[src/rtl/alu_pkg.sv]
// -----------------------------------------------------------------------------
// alu_pkg
// Types and constants shared by the 4-bit ALU chip and its command sequencer.
//   ALU_DATA_W  : default operand/result width of the ALU datapath
//   alu_op_t    : ALU opcode encoding (ADD=0 .. LT=7)
//   alu_cmd_t   : one queued command {a, b, op}
//   seq_state_t : sequencer FSM states
// Helpers:
//   is_chain_op : opcode has bit 3 set (the accumulate-chain range 8..15)
//   base_op     : opcode with bit 3 cleared (the ALU operation a chain op runs)
// -----------------------------------------------------------------------------
package alu_pkg;

    localparam int ALU_DATA_W = 4;

    typedef enum logic [3:0] {
        ADD      = 4'd0,
        SUBTRACT = 4'd1,
        AND      = 4'd2,
        OR       = 4'd3,
        EQUALS   = 4'd4,
        NOT      = 4'd5,
        GT       = 4'd6,
        LT       = 4'd7
    } alu_op_t;

    // op is kept as a raw 4-bit field rather than alu_op_t because codes
    // 8..15 are legal in the queue and must travel through unchanged.
    typedef struct packed {
        logic [ALU_DATA_W-1:0] a;
        logic [ALU_DATA_W-1:0] b;
        logic [3:0]            op;
    } alu_cmd_t;

    typedef enum logic [1:0] {
        ST_IDLE    = 2'd0,
        ST_EXEC    = 2'd1,
        ST_CAPTURE = 2'd2
    } seq_state_t;

    function automatic logic is_chain_op(input logic [3:0] op);
        return op[3];
    endfunction

    function automatic logic [3:0] base_op(input logic [3:0] op);
        return {1'b0, op[2:0]};
    endfunction

endpackage : alu_pkg

[src/rtl/alu_cmd_fifo.sv]
// -----------------------------------------------------------------------------
// alu_cmd_fifo
// Synchronous FIFO of alu_cmd_t entries. The caller owns the accept policy:
// push is only asserted for a command that is to be stored, and pop only
// while the FIFO is non-empty. Status flags are registered.
// Parameters:
//   DEPTH : number of entries, power of two, >= 2
// Ports:
//   clk, rst_n : clock, asynchronous active-low reset
//   push       : store wdata this cycle
//   pop        : advance the read pointer this cycle
//   wdata      : command to store
//   rdata      : command at the head (valid while empty=0)
//   full       : registered, count == DEPTH
//   empty      : registered, count == 0
//   count      : number of stored entries (one bit wider than the pointers)
// -----------------------------------------------------------------------------
module alu_cmd_fifo
    import alu_pkg::*;
#(
    parameter int DEPTH = 4
) (
    input  logic                     clk,
    input  logic                     rst_n,
    input  logic                     push,
    input  logic                     pop,
    input  alu_cmd_t                 wdata,
    output alu_cmd_t                 rdata,
    output logic                     full,
    output logic                     empty,
    output logic [$clog2(DEPTH):0]   count
);

    localparam int PTR_W = $clog2(DEPTH);
    localparam int CNT_W = PTR_W + 1;

    alu_cmd_t           mem [DEPTH];
    logic [PTR_W-1:0]   wr_ptr;
    logic [PTR_W-1:0]   rd_ptr;
    logic [CNT_W-1:0]   count_next;

    // NOTE: every variable assigned in always_comb gets a default first so
    // no path leaves it unassigned, which would infer a latch.
    always_comb begin
        count_next = count;
        if (push && !pop) begin
            count_next = count + CNT_W'(1);
        end else if (!push && pop) begin
            count_next = count - CNT_W'(1);
        end
    end

    // NOTE: sequential state uses non-blocking assignments so every flop
    // samples the pre-edge values regardless of statement order.
    always_ff @(posedge clk or negedge rst_n) begin
        if (!rst_n) begin
            wr_ptr <= '0;
            rd_ptr <= '0;
            count  <= '0;
            full   <= 1'b0;
            empty  <= 1'b1;
        end else begin
            // Power-of-two depth: pointers wrap naturally at their width.
            if (push) wr_ptr <= wr_ptr + PTR_W'(1);
            if (pop)  rd_ptr <= rd_ptr + PTR_W'(1);
            count <= count_next;
            full  <= (count_next == CNT_W'(DEPTH));
            empty <= (count_next == '0);
        end
    end

    // NOTE: the storage array has no reset; stale entries are never read
    // because the pointers and count are reset, and an unreset array maps
    // onto plain RAM.
    always_ff @(posedge clk) begin
        if (push) mem[wr_ptr] <= wdata;
    end

    assign rdata = mem[rd_ptr];

endmodule : alu_cmd_fifo

[src/rtl/alu_cmd_sequencer.sv]
// -----------------------------------------------------------------------------
// alu_cmd_sequencer
// Front end for the combinational 4-bit ALU. A pushbutton strobe (2-flop
// synchronizer + edge flop) captures {cmd_a, cmd_b, cmd_op} from the switches
// into a command FIFO. While run is high the FSM issues queued commands one
// at a time to registered ALU inputs, waits one settle cycle, then captures
// the ALU output into result with a one-cycle result_valid pulse.
// Optional build macro:
//   ACC_CHAIN_EN : opcodes 8..15 become chain ops; alu_a is taken from the
//                  current result register and alu_op = {1'b0, op[2:0]}.
//                  Undefined: opcodes are forwarded verbatim.
// Parameters:
//   FIFO_DEPTH : command FIFO entries (power of two, >= 2)
//   DATA_W     : operand/result width, must equal alu_pkg::ALU_DATA_W
// Ports:
//   clk, rst_n          : clock, asynchronous active-low reset
//   ena                 : low freezes everything except the synchronizer
//   cmd_btn             : raw asynchronous push strobe
//   cmd_a, cmd_b, cmd_op: command fields from the switches
//   run                 : level, permits draining the FIFO into the ALU
//   alu_a, alu_b, alu_op: registered ALU inputs
//   alu_result          : combinational ALU output
//   result              : last captured ALU result
//   result_valid        : one-cycle pulse per captured result
//   fifo_empty/full     : registered FIFO status
//   overflow            : sticky, push attempted while full
//   busy                : FSM not in IDLE
// -----------------------------------------------------------------------------
module alu_cmd_sequencer
    import alu_pkg::*;
#(
    parameter int FIFO_DEPTH = 4,
    parameter int DATA_W     = ALU_DATA_W
) (
    input  logic              clk,
    input  logic              rst_n,
    input  logic              ena,
    input  logic              cmd_btn,
    input  logic [DATA_W-1:0] cmd_a,
    input  logic [DATA_W-1:0] cmd_b,
    input  logic [3:0]        cmd_op,
    input  logic              run,
    output logic [DATA_W-1:0] alu_a,
    output logic [DATA_W-1:0] alu_b,
    output logic [3:0]        alu_op,
    input  logic [DATA_W-1:0] alu_result,
    output logic [DATA_W-1:0] result,
    output logic              result_valid,
    output logic              fifo_empty,
    output logic              fifo_full,
    output logic              overflow,
    output logic              busy
);

    localparam int CNT_W = $clog2(FIFO_DEPTH) + 1;

    logic [2:0]        btn_sync;
    logic              btn_rise;
    logic              push_req;
    logic              push_ok;
    logic              push_drop;
    logic              pop;
    logic              capture;
    seq_state_t        state;
    seq_state_t        state_next;
    alu_cmd_t          push_cmd;
    alu_cmd_t          head_cmd;
    logic [CNT_W-1:0]  fifo_count;
    logic [DATA_W-1:0] issue_a;
    logic [3:0]        issue_op;

    // Synchronizer stages [1:0], edge-detect history in [2]. Runs even with
    // ena low, so an edge seen while disabled is consumed rather than held.
    always_ff @(posedge clk or negedge rst_n) begin
        if (!rst_n) begin
            btn_sync <= '0;
        end else begin
            btn_sync <= {btn_sync[1:0], cmd_btn};
        end
    end

    assign btn_rise = btn_sync[1] & ~btn_sync[2];
    assign push_req = btn_rise & ena;

    // A full FIFO still takes the push when the head leaves in the same cycle.
    assign push_ok   = push_req && ((fifo_count < CNT_W'(FIFO_DEPTH)) || pop);
    assign push_drop = push_req && !push_ok;

    assign push_cmd = '{a: ALU_DATA_W'(cmd_a), b: ALU_DATA_W'(cmd_b), op: cmd_op};

    alu_cmd_fifo #(
        .DEPTH (FIFO_DEPTH)
    ) u_fifo (
        .clk   (clk),
        .rst_n (rst_n),
        .push  (push_ok),
        .pop   (pop),
        .wdata (push_cmd),
        .rdata (head_cmd),
        .full  (fifo_full),
        .empty (fifo_empty),
        .count (fifo_count)
    );

    // FSM next state. With ena low every branch holds, so the FSM freezes.
    always_comb begin
        state_next = state;
        pop        = 1'b0;
        capture    = 1'b0;
        unique case (state)
            ST_IDLE: begin
                if (ena && run && !fifo_empty) begin
                    pop        = 1'b1;
                    state_next = ST_EXEC;
                end
            end
            ST_EXEC: begin
                // Operands have been stable on the ALU for a full cycle;
                // its output is sampled on the way into CAPTURE.
                if (ena) begin
                    capture    = 1'b1;
                    state_next = ST_CAPTURE;
                end
            end
            ST_CAPTURE: begin
                if (ena) state_next = ST_IDLE;
            end
            default: begin
                state_next = ST_IDLE;
            end
        endcase
    end

    always_ff @(posedge clk or negedge rst_n) begin
        if (!rst_n) begin
            state <= ST_IDLE;
        end else begin
            state <= state_next;
        end
    end

    // Operands presented to the ALU for the command at the FIFO head.
    always_comb begin
        issue_a  = DATA_W'(head_cmd.a);
        issue_op = head_cmd.op;
`ifdef ACC_CHAIN_EN
        if (is_chain_op(head_cmd.op)) begin
            issue_a  = result;
            issue_op = base_op(head_cmd.op);
        end
`endif
    end

    always_ff @(posedge clk or negedge rst_n) begin
        if (!rst_n) begin
            alu_a    <= '0;
            alu_b    <= '0;
            alu_op   <= 4'(ADD);
            result   <= '0;
            overflow <= 1'b0;
        end else begin
            if (pop) begin
                alu_a  <= issue_a;
                alu_b  <= DATA_W'(head_cmd.b);
                alu_op <= issue_op;
            end
            if (capture)   result   <= alu_result;
            if (push_drop) overflow <= 1'b1;
        end
    end

    // result holds the captured value for the whole CAPTURE cycle; ena low
    // masks the pulse while the FSM is frozen there.
    assign result_valid = ena && (state == ST_CAPTURE);
    assign busy         = (state != ST_IDLE);

endmodule : alu_cmd_sequencer

[config.mk]
export PLATFORM = sky130hd
export DESIGN_NAME = alu_cmd_sequencer
export DESIGN_NICKNAME = d
export VERILOG_FILES = /design/src/rtl/alu_pkg.sv /design/src/rtl/alu_cmd_fifo.sv /design/src/rtl/alu_cmd_sequencer.sv
export SDC_FILE = /design/constraint.sdc
export NUM_CORES = 1
export LEC_CHECK = 0
export ABC_AREA = 1
export BUFFER_PORTS_ARGS = -buffer_cell sky130_fd_sc_hd__buf_4
export CORE_MARGIN = 2
export CORE_UTILIZATION = 61
export CTS_CLUSTER_SIZE = 20
export DETAILED_ROUTE_END_ITERATION = 8
export GPL_TIMING_DRIVEN = 0
export PLACE_DENSITY = 0.85
export RECOVER_POWER = 50
export SLEW_MARGIN = 20
export SYNTH_ARGS = -nofsm -noshare
export SYNTH_HDL_FRONTEND = slang
export SYNTH_SLANG_ARGS = --single-unit
[constraint.sdc]
create_clock -name clk -period 4.24 [get_ports clk]
set_input_delay 1.272 -clock clk [delete_from_list [all_inputs] [get_ports clk]]
set_output_delay 1.272 -clock clk [all_outputs]
set_load 0.01 [all_outputs]
==> results of run 1 <==
==> final timing paths <==
path | startpoint | depth (start not counted) | slack (ps) | to
setup / recovery | ena | 4 | 1080 | result_valid
hold / removal | btn_sync[0] | 0 | 360 | btn_sync[1]
max in group asynchronous | rst_n | 1 | 1930 | result[2]
hold reg to reg | btn_sync[0] | 0 | 360 | btn_sync[1]
min in group asynchronous | rst_n | 1 | 1350 | alu_op[3]
setup reg to reg | state[1] | 5 | 2260 | u_fifo.mem[2][11]
==> logic make-up (layout without fill, tap and decap cells) <==
group	Yosys count	count (layout)	share of synthesized area
simple gates	101	101	0.137
flops	79	79	0.704
compound gates	40	40	0.0715
buf+inv	31	88	0.0441
fa+ha+maj	6	6	0.0238
mux	4	4	0.0143
xor+xnor	2	2	0.00556
==> report_power, final <==
group	switching (µW)	internal [µW]
sequential	93.2	972
combinational	487	329
clock	266	390
total	847	1690
==> stage by stage <==
| step | instance area (µm²) | instances | util | power (µW) | hold slack (ps) |
|---|---|---|---|---|---|
| final | 3740 | 390 | 0.742 | 2540 | 357 |
| after global routing | 3740 | 390 | 0.742 | 2680 | 376 |
| after CTS | 3790 | 390 | 0.751 | 2540 | 361 |
| after detailed placement | 3550 | 374 | 0.704 | 1890 | 340 |
| after global placement | 3550 | 374 | 0.703 | 1850 | 340 |
| after floorplan | 3150 | 263 | - | 1560 | 331 |
==> metal layers <==
layer | up-vias | GRT usage
li1 | 995 | -
met1 | 1013 | 0.285
met2 | 74 | 0.392
met3 | 13 | 0.0437
met4 | 0 | 0.125
met5 | - | 0
==> flip-flops by register name, indices dropped and copies added (netlist names) <==
register,count
u_fifo.mem,48
alu_a,4
alu_b,4
alu_op,4
result,4
btn_sync,3
u_fifo.count,3
state,2
u_fifo.rd_ptr,2
u_fifo.wr_ptr,2
overflow,1
u_fifo.empty,1
u_fifo.full,1
==> cell usage in the layout (no fill, tap or decap), drive strengths merged, types with 3 or more instances in the layout <==
master	instances
ha	6
nand3	8
nand2	14
bufinv	3
dfrtp	30
clkbuf	29
o21ai	25
buf	32
clkinv	3
inv	21
nor2	75
mux2	4
edfxtp	48
a31oi	12
==> critical path, delay by kind of cell <==
| kind | cells | cell delay [ps] |
|---|---|---|
| buffers and inverters | 3 | 470 |
| AND/OR/NAND/NOR | 1 | 140 |
==> cell type report <==
type	count	area, µm²
Clock inverter	6	108
Clock buffer	10	128
Timing Repair Buffer	41	255
Buffer	10	60.1
Tap cell	70	87.6
Multi-Input combinational cell	153	805
Inverter	21	78.8
Sequential cell	79	2220
Fill cell	351	1300
==> flow_summary.toml, run 1 <==
[detailed_routing]
firstDrtPassIters = 4
met3RoutedLength_um = 420
avgViaCountPerCell = 5.37
wl_met1_mm = 2.47
drc = 0
top_layer = "met4"
drt-total-wl_mm = 6.24
wl_per_cell_um = 16.0
met2_length_mm = 3.22
drt_iter0_markers = 141
antenna_left = 0
via_count = 2095

[grt]
overflow = 0
grt_first_pass_wirelength_mm = 9.22
grt_max_degree = 32
grtUsageTotal = 0.233
grt_pass1_vias = 1911
antenna_found_initial = 0

[synth]
syn-num-nets = 290
syn_area_um2 = 3150
synth_edf_count = 48
avgSynthCellArea_um2 = 12.0
synth_seq_cells = 79
seq_area_frac_synth = 0.704
synth_top_area_frac = 0.457
synth_ff_type = "edfxtp_1"
yosysWarnings = 0
async_reset_ff_frac = 0.392
synth_area_leaders = "edfxtp_1 (46%), dfrtp_1 (24%), nor2_1 (8.6%)"
synth_top_area_cell = "edfxtp_1"
synth_cell_types = 29
netlist_instances = 263
synth_common_cells = "nor2_1 (72), edfxtp_1 (48), dfrtp_1 (30)"
synthMostInstantiatedCell = "nor2_1"

[clock_network]
clk_pin_slew_ps = 80
cts_tree = "built"
cts_setup_buffers = 0
numCtsBuffers = 9
holdBufCountCts = 0
cts_buffer_depth = 2
cts_sinks = 79
clk_latency_ps = 350
cts_resized = 0
cts_root_buf = "clkbuf_8"
htree_levels = 3

[outcome]
violations = "capacitance limit, slew limit"
status = "finished with violations"

[flow_run]
maxCapViolations = 1

[critical_path]
end_kind = "primary output"
cp.required_ps = 2970
worstSetupPathType = "in2out"
worstPathCellList = "clkbuf_1, inv_1, nor3_1, buf_4"
critPathLaunchType = "input pin"
crit_path_max_fanout = 6
cp.arrival_ps = 1880
crit_slowest_cell = "clkbuf_1"
max_stage_delay_ps = 230

[pwr]
cellPowerDensity_nw_per_um2 = 678
ir_worst_vdd_mv = 0.516
p_leak_uw = 0.00149

[sta]
worst_pin_slew_ps = 1670
rsz0062_at_grt = "false"
final-setup-viol-count = 0
timing.setup.tns_ps = 0
slew_viol_final = 32
final.min_clock_period_ps = 3160
clock.fmax_mhz = 317
setup_ws_ps = 1080
min_period_over_period = 0.744
slew_headroom = -0.114
fin_skew_ps = 7.28
hold_viol = 0

[cells_and_area]
layout-drive-gt1-share = 0.216
antenna_cells = 0
area_growth_pct = 18.7
final_nets = 342

[place]
dp_hpwl_mm = 3.90
place_ws_ps = 1100
gp_congestion = 0.789
io_buffers = 41

[floorplanning]
die_width_um = 75.9
ios = 42
design.core.area_um2 = 5040
die_area_um2 = 5760
core.rowCount = 26
fp.dieH_um = 75.9
start_util = 0.625

[min_path]
hp-class = "reg2reg"
Note: power is estimated with default switching activity, not from simulation.
==> inputs of run 2 (changes only) <==
--- a/config.mk
+++ b/config.mk
@@ -8,11 +8,11 @@
 export ABC_AREA = 1
 export BUFFER_PORTS_ARGS = -buffer_cell sky130_fd_sc_hd__buf_4
 export CORE_MARGIN = 2
-export CORE_UTILIZATION = 61
+export CORE_UTILIZATION = 56
 export CTS_CLUSTER_SIZE = 20
 export DETAILED_ROUTE_END_ITERATION = 8
 export GPL_TIMING_DRIVEN = 0
-export PLACE_DENSITY = 0.85
+export PLACE_DENSITY = 0.79
 export RECOVER_POWER = 50
 export SLEW_MARGIN = 20
 export SYNTH_ARGS = -nofsm -noshare
==> constraint.sdc (replaced) <==
create_clock -name clk -period 3.1 [get_ports clk]
set_input_delay 0.93 -clock clk [delete_from_list [all_inputs] [get_ports clk]]
set_output_delay 0.93 -clock clk [all_outputs]
set_load 0.01 [all_outputs]
==> flow_summary.toml, run 2 (synthesis results as in run 1) <==
[clock_network]
clk_pin_slew_ps = 70
cts_tree = "built"
cts_setup_buffers = 0
cts_resized = 0
holdBufCountCts = 0
clk_latency_ps = 350
htree_levels = 3
numCtsBuffers = 9
cts_sinks = 79
cts_buffer_depth = 2
cts_root_buf = "clkbuf_8"

[grt]
grt_first_pass_wirelength_mm = 9.80
overflow = 0
antenna_found_initial = 0
grt_pass1_vias = 2031
grtUsageTotal = 0.216
grt_max_degree = 32

[flow_run]
maxCapViolations = 1

[critical_path]
timing.rr.start = "state[0]"
crit_path_max_fanout = 6
critPathLaunchType = "input pin"
cp.arrival_ps = 1620
end_kind = "primary output"
worstPathCellList = "clkbuf_1, inv_1, nor3_1, buf_4"
max_stage_delay_ps = 230
cp.required_ps = 2170
critPathLaunch = "ena"
crit_slowest_cell = "clkbuf_1"
worstSetupPathType = "in2out"

[sta]
timing.setup.tns_ps = 0
rsz0062_at_grt = "false"
final.min_clock_period_ps = 2550
slew_headroom = -0.119
final-setup-viol-count = 0
worst_pin_slew_ps = 1680
fin_skew_ps = 10.2
whs_ps = 370
slew_viol_final = 32
setup_ws_ps = 554
hold_viol = 0
clock.fmax_mhz = 393
min_period_over_period = 0.821

[cells_and_area]
area_growth_pct = 17.1
post_layout_nonfiller_instances = 392
mostFrequentLayoutCells = "nor2_1 (68), edfxtp_1 (48), dfrtp_1 (30)"
layout-drive-gt1-share = 0.209
largest_reg_flops = 48
final_nets = 342
antenna_cells = 0
max_flop_register = "u_fifo.mem"
final_common_cell = "nor2_1"

[place]
gp_congestion = 0.767
dp_hpwl_mm = 3.93
place_ws_ps = 311
place_inst = 376
io_buffers = 41

[outcome]
violations = "capacitance limit, slew limit"
status = "finished with violations"

[detailed_routing]
via_count = 2058
drt_iter0_markers = 138
antenna_left = 0
firstDrtPassIters = 4
avgViaCountPerCell = 5.25
drt-total-wl_mm = 6.23
wl_per_cell_um = 15.9
drc = 0

[pwr]
internal_power_uw = 2150
comb_power_share = 0.341
switchingPower_uw = 1140
cellPowerDensity_nw_per_um2 = 891
ir_worst_vdd_mv = 0.571
swShare = 0.346
power_frac_seq = 0.441
clkPwrFrac = 0.217
p_leak_uw = 0.00146

[floorplanning]
ios = 42
die_area_um2 = 6240
design.core.area_um2 = 5470
start_util = 0.576
core.rowCount = 27
die_width_um = 79.0
fp.dieH_um = 79.0

[min_path]
hp-start = "btn_sync[0]"
hp-class = "reg2reg"
[run 2: changes by cell type in the layout (fill, tap and decap cells not counted)]
| cell | previous run | this run |
|---|---|---|
| clkinv_4 | 0 | 1 |
| inv_6 | 1 | 0 |
| clkbuf_1 | 19 | 21 |
| bufinv_16 | 3 | 1 |
[run 2: metal layers]
metal / global-route usage / vias to the layer above / routed length [µm]
met5: 0 / - / 0
met4: 0.0914 / 0 / 104
met3: 0.0409 / 10 / 344
met2: 0.364 / 63 / 3120
met1: 0.275 / 987 / 2660
li1: - / 998 / -
[run 2: worst paths after layout]
kind	endpoint	slack [ps]	cells after the start
worst max-delay path	result_valid	550	4
worst max register to register	u_fifo.mem[3][9]	1120	5
worst min register to register	btn_sync[1]	370	0
min in group asynchronous	alu_a[1]	1000	1
max in group asynchronous	u_fifo.count[2]	1120	1
worst min-delay path	btn_sync[1]	370	0
[run 2: worst max-delay path, delay by kind of cell]
kind          cells  cell delay [ps]
simple gates      1              180
buf+inv           3              500
[run 2: power by group through the flow]
stage / sequential [µW] / clock [µW] / combinational [µW]
global placement: 1460 / 0 / 1070
detailed placement: 1470 / 0 / 1120
floorplan: 1500 / 0 / 627
CTS: 1450 / 721 / 1130
finish: 1450 / 715 / 1120
global route: 1470 / 767 / 1250
[run 2: area by class of cell]
class | count | area [µm²]
Timing Repair Buffer | 41 | 255
Sequential cell | 79 | 2220
Clock inverter | 4 | 47.5
Clock buffer | 12 | 135
Buffer | 10 | 60.1
Inverter | 21 | 78.8
Multi-Input combinational cell | 153 | 805
Tap cell | 72 | 90.1
Fill cell | 415 | 1780
[run 2: stage by stage]
stage | total power (µW) | area [µm²] | util
final | 3290 | 3690 | 0.674
after global routing | 3490 | 3690 | 0.674
after CTS | 3300 | 3740 | 0.683
after detailed placement | 2590 | 3550 | 0.650
after global placement | 2540 | 3550 | 0.649
after floorplan | 2130 | 3150 | -
==> inputs of run 3 (changes only) <==
==> constraint.sdc (replaced) <==
create_clock -name clk -period 2.4 [get_ports clk]
set_input_delay 0.72 -clock clk [delete_from_list [all_inputs] [get_ports clk]]
set_output_delay 0.72 -clock clk [all_outputs]
set_load 0.01 [all_outputs]
==> flow_summary.toml, run 3 (synthesis results as in run 1) <==
[flow_run]
maxCapViolations = 1

[sta]
hold_viol = 0
slew_viol_final = 32
setup_ws_ps = 402
worst_pin_slew_ps = 1680
slew_headroom = -0.120
min_period_over_period = 0.832
clock.fmax_mhz = 501
rsz0062_at_grt = "false"
timing.setup.tns_ps = 0
final-setup-viol-count = 0
fin_skew_ps = 10.2
final.min_clock_period_ps = 2000

[floorplanning]
start_util = 0.576
fp.dieH_um = 79.0
die_area_um2 = 6240
ios = 42
design.core.area_um2 = 5470
core.rowCount = 27
die_width_um = 79.0

[critical_path]
cp.arrival_ps = 1980
worstSetupPathType = "reg2reg"
crit_path_max_fanout = 12
reg2regPathDepth = 5
cp.required_ps = 2380
end_kind = "register"
critPathLaunchType = "register"

[cells_and_area]
mostFrequentLayoutCells = "nor2_1 (68), edfxtp_1 (48), dfrtp_1 (30)"
largest_reg_flops = 48
post_layout_nonfiller_instances = 392
final_common_cell = "nor2_1"
area_growth_pct = 17.2
num-fill-cells = 416
final_nets = 342
max_flop_register = "u_fifo.mem"
layout-drive-gt1-share = 0.213
antenna_cells = 0

[detailed_routing]
avgViaCountPerCell = 5.26
drt_iter0_markers = 139
drc = 0
drt-total-wl_mm = 6.26
via_count = 2063
wl_per_cell_um = 16.0
antenna_left = 0
firstDrtPassIters = 4

[outcome]
violations = "capacitance limit, slew limit"
status = "finished with violations"

[place]
place_ws_ps = -179
dp_hpwl_mm = 3.93
gp_congestion = 0.767
io_buffers = 41
place_inst = 376

[clock_network]
cts_setup_buffers = 0
clk_latency_ps = 350
cts_sinks = 79
cts_root_buf = "clkbuf_8"
cts_buffer_depth = 2
cts_tree = "built"
holdBufCountCts = 0
numCtsBuffers = 9
clk_pin_slew_ps = 70
htree_levels = 3
cts_resized = 0

[min_path]
holdPathStages = 0
hp-class = "reg2reg"

[grt]
top_usage_layer = "met2"
use_met1 = 0.275
grtUsageTotal = 0.216
grt_first_pass_wirelength_mm = 9.80
grt_use_met3 = 0.0409
use_met2 = 0.364
antenna_found_initial = 0
grt_max_degree = 32
overflow = 0
grt_pass1_vias = 2031

[pwr]
cellPowerDensity_nw_per_um2 = 1150
ir_worst_vdd_mv = 0.738
p_leak_uw = 0.00146
[run 3: final cells by class]
class                   instances  area, µm²  area share
flip-flops and latches         79       2220       0.601
multi-input cells             153        805       0.218
repair buffers                 41        259      0.0701
clock buffers                  12        135      0.0366
well taps                      72       90.1      0.0244
inverters                      21       78.8      0.0213
plain buffers                  10       60.1      0.0163
clock inverters                 4       47.5      0.0129
[run 3: worst paths after layout]
| kind | to | slack (ps) | start |
|---|---|---|---|
| worst max-delay path | u_fifo.mem[3][9] | 400 | state[1] |
| min in group asynchronous | alu_a[1] | 790 | rst_n |
| max in group asynchronous | u_fifo.count[2] | 630 | rst_n |
| worst min register to register | btn_sync[1] | 370 | btn_sync[0] |
| worst max register to register | u_fifo.mem[3][9] | 400 | state[1] |
| worst min-delay path | btn_sync[1] | 370 | btn_sync[0] |
[run 3: critical path: stages, from the launching register on]
cell	delay (ps)
dfrtp_1	410
nor2_1	180
inv_2	80
nor2_4	180
o21ai_2	150
nor2_2	620
[run 3: metal layers]
metal	routed length (µm)	vias up
met1	2670	988
met5	0	-
met2	3120	66
met3	354	11
met4	109	0
li1	-	998
[run 3: report_power, final]
group          switching, µW  internal [µW]
Clock                    447            478
Sequential               158           1720
Combinational            863            584
Total                   1470           2780
[run 3: through the flow]
| stage | hold slack, ps | area, µm² | power, µW | utilization |
|---|---|---|---|---|
| 4_1_cts | 310 | 3740 | 4270 | 0.683 |
| 3_5_place_dp | 354 | 3550 | 3350 | 0.650 |
| 3_3_place_gp | 338 | 3550 | 3280 | 0.649 |
| 2_1_floorplan | 331 | 3150 | 2750 | - |
| 5_1_grt | 379 | 3690 | 4510 | 0.675 |
| 6_report | 370 | 3690 | 4250 | 0.675 |
